<file path="config.mk">
export PLATFORM = sky130hd
export DESIGN_NAME = mem_port_arbiter
export DESIGN_NICKNAME = d
export VERILOG_FILES = /design/src/rtl/riscv_mem_pkg.sv /design/src/rtl/access_align_check.sv /design/src/rtl/mem_port_arbiter.sv
export SDC_FILE = /design/constraint.sdc
export NUM_CORES = 1
export LEC_CHECK = 0
export CORE_AREA = 5 5 134 136
export CTS_CLUSTER_SIZE = 12
export DETAILED_ROUTE_END_ITERATION = 8
export DIE_AREA = 0 0 139 141
export HOLD_SLACK_MARGIN = 0.02
export PLACE_DENSITY = 0.8
export SYNTH_ARGS = -nofsm -noshare
export SYNTH_HDL_FRONTEND = slang
export SYNTH_SLANG_ARGS = --single-unit
</file>
<file path="constraint.sdc">
create_clock -name clk -period 2.8 [get_ports clk]
set_input_delay 0.56 -clock clk [delete_from_list [all_inputs] [get_ports clk]]
set_output_delay 0.56 -clock clk [all_outputs]
set_load 0.02 [all_outputs]
</file>
<file path="src/rtl/riscv_mem_pkg.sv">
// rtl/riscv_mem_pkg.sv - shared memory-access constants for the RV32I memory path
package riscv_mem_pkg;

    localparam logic [2:0] F3_B  = 3'b000;
    localparam logic [2:0] F3_H  = 3'b001;
    localparam logic [2:0] F3_W  = 3'b010;
    localparam logic [2:0] F3_BU = 3'b100;
    localparam logic [2:0] F3_HU = 3'b101;

    typedef enum logic [1:0] {
        IDLE = 2'd0,
        WAIT = 2'd1,
        RESP = 2'd2
    } state_t;

    typedef enum logic {
        PORT_IF = 1'b0,
        PORT_D  = 1'b1
    } port_t;

endpackage

</file>
<file path="src/rtl/access_align_check.sv">
// rtl/access_align_check.sv - combinational alignment check for fetch and load/store accesses
module access_align_check
    import riscv_mem_pkg::*;
(
    input  logic [1:0] addr,
    input  logic [2:0] funct3,
    input  logic       is_fetch,
    output logic       misaligned
);

    always_comb begin
        misaligned = 1'b0;
        if (is_fetch) begin
            misaligned = (addr != 2'b00);
        end else begin
            case (funct3)
                F3_B, F3_BU: misaligned = 1'b0;
                F3_H, F3_HU: misaligned = addr[0];
                F3_W:        misaligned = (addr != 2'b00);
                // 011, 110, 111 have no RV32I meaning
                default:     misaligned = 1'b1;
            endcase
        end
    end

endmodule

</file>
<file path="src/rtl/mem_port_arbiter.sv">
// rtl/mem_port_arbiter.sv - shares one single-port memory between fetch and load/store requesters
module mem_port_arbiter
    import riscv_mem_pkg::*;
#(
    parameter int STARVE_LIMIT = 4,
    parameter int TIMEOUT      = 64
) (
    input  logic        clk,
    input  logic        rst_n,
    input  logic        if_req,
    input  logic [31:0] if_addr,
    output logic        if_gnt,
    output logic        if_rvalid,
    output logic [31:0] if_rdata,
    output logic        if_err,
    input  logic        d_req,
    input  logic        d_we,
    input  logic [31:0] d_addr,
    input  logic [31:0] d_wdata,
    input  logic [2:0]  d_funct3,
    output logic        d_gnt,
    output logic        d_rvalid,
    output logic [31:0] d_rdata,
    output logic        d_err,
    output logic        mem_req,
    output logic        mem_we,
    output logic [31:0] mem_addr,
    output logic [31:0] mem_wdata,
    output logic [2:0]  mem_funct3,
    input  logic        mem_ready,
    input  logic [31:0] mem_rdata,
    output logic        busy
);

    localparam int              SW           = $clog2(STARVE_LIMIT + 1);
    localparam logic [SW-1:0]   STARVE_MAX   = SW'(STARVE_LIMIT);
    localparam logic [31:0]     TIMEOUT_LAST = 32'(TIMEOUT - 1);
    localparam logic            TIMEOUT_EN   = (TIMEOUT != 0);

    state_t          state;
    port_t           port;
    logic [SW-1:0]   starve_cnt;
    logic [31:0]     tcnt;

    logic            arb_ok;
    logic            pick_if;
    logic            pick_d;
    logic            grant;
    logic            misaligned;
    logic            g_we;
    logic [31:0]     g_addr;
    logic [31:0]     g_wdata;
    logic [2:0]      g_funct3;

    logic            resp_fire;
    port_t           resp_port;
    logic            resp_err;
    logic [31:0]     resp_data;

    // Grants are gated by rst_n so every output reads 0 while reset is held
    always_comb begin
        arb_ok  = rst_n && ((state == IDLE) || (state == RESP));
        pick_if = if_req && (!d_req || (starve_cnt == STARVE_MAX));
        pick_d  = d_req && !pick_if;
        if_gnt  = arb_ok && pick_if;
        d_gnt   = arb_ok && pick_d;
        grant   = if_gnt || d_gnt;
        if (pick_if) begin
            g_we     = 1'b0;
            g_addr   = if_addr;
            g_wdata  = 32'd0;
            g_funct3 = F3_W;
        end else begin
            g_we     = d_we;
            g_addr   = d_addr;
            g_wdata  = d_wdata;
            g_funct3 = d_funct3;
        end
    end

    access_align_check u_align (
        .addr       (g_addr[1:0]),
        .funct3     (g_funct3),
        .is_fetch   (pick_if),
        .misaligned (misaligned)
    );

    // mem_ready beats a timeout landing in the same cycle
    always_comb begin
        resp_fire = 1'b0;
        resp_port = port;
        resp_err  = 1'b0;
        resp_data = 32'd0;
        if (state == WAIT) begin
            if (mem_ready) begin
                resp_fire = 1'b1;
                resp_data = mem_we ? 32'd0 : mem_rdata;
            end else if (TIMEOUT_EN && (tcnt == TIMEOUT_LAST)) begin
                resp_fire = 1'b1;
                resp_err  = 1'b1;
            end
        end else if (grant && misaligned) begin
            resp_fire = 1'b1;
            resp_port = pick_if ? PORT_IF : PORT_D;
            resp_err  = 1'b1;
        end
    end

    always_ff @(posedge clk or negedge rst_n) begin
        if (!rst_n) begin
            state      <= IDLE;
            port       <= PORT_IF;
            starve_cnt <= '0;
            tcnt       <= '0;
            if_rvalid  <= 1'b0;
            if_rdata   <= '0;
            if_err     <= 1'b0;
            d_rvalid   <= 1'b0;
            d_rdata    <= '0;
            d_err      <= 1'b0;
            mem_req    <= 1'b0;
            mem_we     <= 1'b0;
            mem_addr   <= '0;
            mem_wdata  <= '0;
            mem_funct3 <= '0;
        end else begin
            if_rvalid <= resp_fire && (resp_port == PORT_IF);
            if_err    <= resp_fire && (resp_port == PORT_IF) && resp_err;
            if_rdata  <= (resp_fire && (resp_port == PORT_IF)) ? resp_data : 32'd0;
            d_rvalid  <= resp_fire && (resp_port == PORT_D);
            d_err     <= resp_fire && (resp_port == PORT_D) && resp_err;
            d_rdata   <= (resp_fire && (resp_port == PORT_D)) ? resp_data : 32'd0;

            if (if_gnt) begin
                starve_cnt <= '0;
            end else if (d_gnt) begin
                if (!if_req)
                    starve_cnt <= '0;
                else if (starve_cnt != STARVE_MAX)
                    starve_cnt <= starve_cnt + SW'(1);
            end

            case (state)
                WAIT: begin
                    if (resp_fire) begin
                        mem_req <= 1'b0;
                        state   <= RESP;
                    end else begin
                        tcnt <= tcnt + 32'd1;
                    end
                end
                default: begin
                    if (grant) begin
                        port <= pick_if ? PORT_IF : PORT_D;
                        if (misaligned) begin
                            state <= RESP;
                        end else begin
                            state      <= WAIT;
                            tcnt       <= '0;
                            mem_req    <= 1'b1;
                            mem_we     <= g_we;
                            mem_addr   <= g_addr;
                            mem_wdata  <= g_wdata;
                            mem_funct3 <= g_funct3;
                        end
                    end else begin
                        state <= IDLE;
                    end
                end
            endcase
        end
    end

    assign busy = (state != IDLE);

endmodule

</file>
==> impl_metrics.csv <==
group,metric,value,unit
outcome,outcome,"finished clean",
critical_path,cp.required,2.24,ns
floorplan,die_height,141,um
critical_path,slowest_delay,0.63,ns
route,final_antenna_net_count,0,
route,drc,0,
layout,areaGrowthSynthToFinish,51.2,%
layout,fin_util,64.7,%
timing,setup_viol,0,
critical_path,crit_chain,"inv_1 -> ha_1 -> a21bo_2 -> nand2_2 -> nor2_1 -> clkdlybuf4s50_1",
global_route,grt_pass1_wl,33.0,mm
synthesis,post_synth.cell_area_avg,11.1,um2
synthesis,yosysTopAreaCellShare,60.8,%
synthesis,netlist_instances,648,
power_and_ir_drop,p_leak,0.00491,uW
timing,fin_crit_sh,96.0,%
clock_network,clk_pin_slew,0.07,ns
floorplan,die-area,19600,um2
timing,maxSlewViolCount,0,
floorplan,core_area,16800,um2
place,hpwl,15.2,mm
route,drt-total-wl,20.7,mm
critical_path,endpoint_kind,"primary output",
critical_path,critPathSlowestCell,"clkdlybuf4s50_1",
clock_network,cts_tree,"done",
place,port_buffers,276,
synthesis,yosysMostFrequentCell,"dfrtp_1",
worst_hold_path,hp-class,"input pin to asynchronous set/reset pin",
timing,relSlewSlack,35.7,%
global_route,grt_max_degree,78,
route,vias_per_cell,5.15,
critical_path,critical-path-top-delay-family,"buffers and inverters",
route,num_vias,5986,
layout,antennaDiodeCount,0,
layout,drive_above_1_share,8.64,%
critical_path,cp_num_buf_inv,2,
synthesis,ys_seq_area_share,60.8,%
critical_path,r2r_setup_slack,0.42,ns
critical_path,reg2reg_depth,6,
clock_network,cts_hold_buffers,0,
route,drtPass1Iterations,4,
critical_path,start_kind,"register",
global_route,grt_use_total,21.0,%
timing,fmax,372,MHz
floorplan,die_w,139,um
layout,instances_no_fill,1163,
place,place.gp.congestion,0.841,
clock_network,cts_buffers,17,
synthesis,yosys_warnings,0,
power_and_ir_drop,powerDensity,652,nW/um2
clock_network,cts.sinks,175,
layout,fillers,1326,
synthesis,ys_async_sr_fraction,100,%
critical_path,crit_type,"register to primary output",
synthesis,ys_top_cells_by_count,"dfrtp_1 (175), nor2_1 (85), nand2_1 (82), o21ai_0 (42), a22o_1 (37)",
timing,finalHoldViolations,0,
critical_path,rr_endpoint,"tcnt[19]",
synthesis,ys_ff_latch,175,
clock_network,htreeDepth,4,
synthesis,synth_area,7200,um2
clock_network,root_buffer,"clkbuf_16",
critical_path,critPathArrivalTime,2.13,ns
synthesis,yosys.area.top_type,"dfrtp_1",
clock_network,clock_tree.buffer_depth,2,
floorplan,start_util,42.8,%
synthesis,ys_top_cells_by_area,"dfrtp_1 (61%), mux2i_1 (4.7%), a22o_1 (4.5%), nor2_1 (4.4%), nand2_1 (4.3%)",
layout,finalNetCount,1065,
timing,worst_slew_pin_slew,0.964,ns
global_route,grt_overflow_total,0,
floorplan,num_rows,48,
route,routedWlPerCell,17.8,um
synthesis,synth_nets,788,
timing,finClkSkew,0.0107,ns
clock_network,worstSkewPairLatency,0.42,ns
global_route,antenna_found_initial,0,
synthesis,synth_flop_cell,"dfrtp_1",
timing,tns,0,ns
timing,fin_crit,2.69,ns
route,drt-initial-drc-count,320,
layout,regArea,4380,um2
floorplan,ios,277,
synthesis,synth_edf_count,0,
layout,multi_input_area,2630,um2
power_and_ir_drop,peakVddDrop,458,uV
synthesis,synth_cell_types,55,
critical_path,r2r_start,"tcnt[29]",
place,dpl.cell_count,1131,
global_route,grt_pass1_vias,6189,
critical_path,critPathMaxFanout,3,
timing,rsz0062_at_grt,"false",
run,drv_cap,0,
kinds of logic after synthesis:
kind of cell	after synthesis	share of synthesized area [%]
AOI/OAI and AO/OA	129	12.1
xor gates and xnor gates	9	1.09
adders and majority gates	3	0.521
buffers and inverters	47	2.95
DFF	175	60.8
muxes	36	5.04
and+or+nand+nor	249	17.5
worst max path at each step:
| stage | depth (start not counted) | start | end |
|---|---|---|---|
| detailed placement | 5 | d_req | d_gnt |
| floorplan | 6 | starve_cnt[0] | if_gnt |
| global route | 6 | starve_cnt[0] | if_gnt |
| CTS | 6 | starve_cnt[0] | if_gnt |
| global placement | 5 | d_req | d_gnt |
| finish | 6 | starve_cnt[0] | if_gnt |
repair_timing:
action	in CTS	in global routing
resized for setup	1	0
endpoints found under the setup margin	1	0
setup buffers	0	0
placed cells by master, fill, tap and decap left out, types with 4 or more instances in the layout:
cell type / synthesis / layout
o21ai_1: 5 / 5
dfrtp_1: 175 / 175
a21oi_1: 17 / 16
nor4_1: 6 / 6
o211ai_1: 5 / 5
nand2_1: 82 / 82
and3_1: 4 / 4
nand3_1: 11 / 11
or4_1: 6 / 6
nand4_1: 14 / 14
inv_1: 6 / 6
mux2i_1: 34 / 34
or3_1: 10 / 10
o31ai_1: 7 / 7
xor2_1: 7 / 7
inv_8: 0 / 8
a22o_1: 37 / 37
clkbuf_16: 0 / 17
clkdlybuf4s50_1: 0 / 274
buf_4: 0 / 21
nor2_1: 85 / 85
o21ai_0: 42 / 42
area by class of cell:
class / count / area share (%)
Multi-Input combinational cell: 426 / 24.1
Inverter: 6 / 0.207
Clock inverter: 15 / 1.78
Sequential cell: 175 / 40.2
Tap cell: 225 / 2.59
Timing Repair Buffer: 299 / 27.2
Clock buffer: 17 / 3.91
report_power, final:
part | internal [uW] | leakage [uW] | switching [uW]
Clock | 1300 | 0.000302 | 1150
Combinational | 834 | 0.00226 | 857
Sequential | 2810 | 0.00235 | 159
metrics by stage:
| step | power (uW) | hold WS [ns] | area (um2) | setup slack (ns) |
|---|---|---|---|---|
| floorplan | 3730 | 0.264 | 7200 | 0.627 |
| global route | 7410 | 0.304 | 10900 | 0.0137 |
| CTS | 7170 | 0.259 | 10900 | 0.0951 |
| detailed placement | 4720 | 0.469 | 10300 | 0.0499 |
| global placement | 4690 | 0.462 | 10300 | 0.0717 |
| finish | 7100 | 0.265 | 10900 | 0.113 |
routing by layer:
layer / vias up / wire length (um) / track usage (%)
li1: 2843 / - / -
met1: 2944 / 7930 / 24.1
met2: 177 / 10900 / 37.9
met3: 22 / 1540 / 7.19
met4: 0 / 328 / 5.05
met5: - / 0 / 0
registers in the layout (all words and copies together) (netlist names):
register,count
starve_cnt,3
port,1
d_rdata,32
if_rvalid,1
mem_addr,32
mem_req,1
if_rdata,32
tcnt,32
d_err,1
mem_funct3,3
mem_we,1
state,2
mem_wdata,32
if_err,1
d_rvalid,1
No activity file was read; power rests on OpenSTA's default activity.
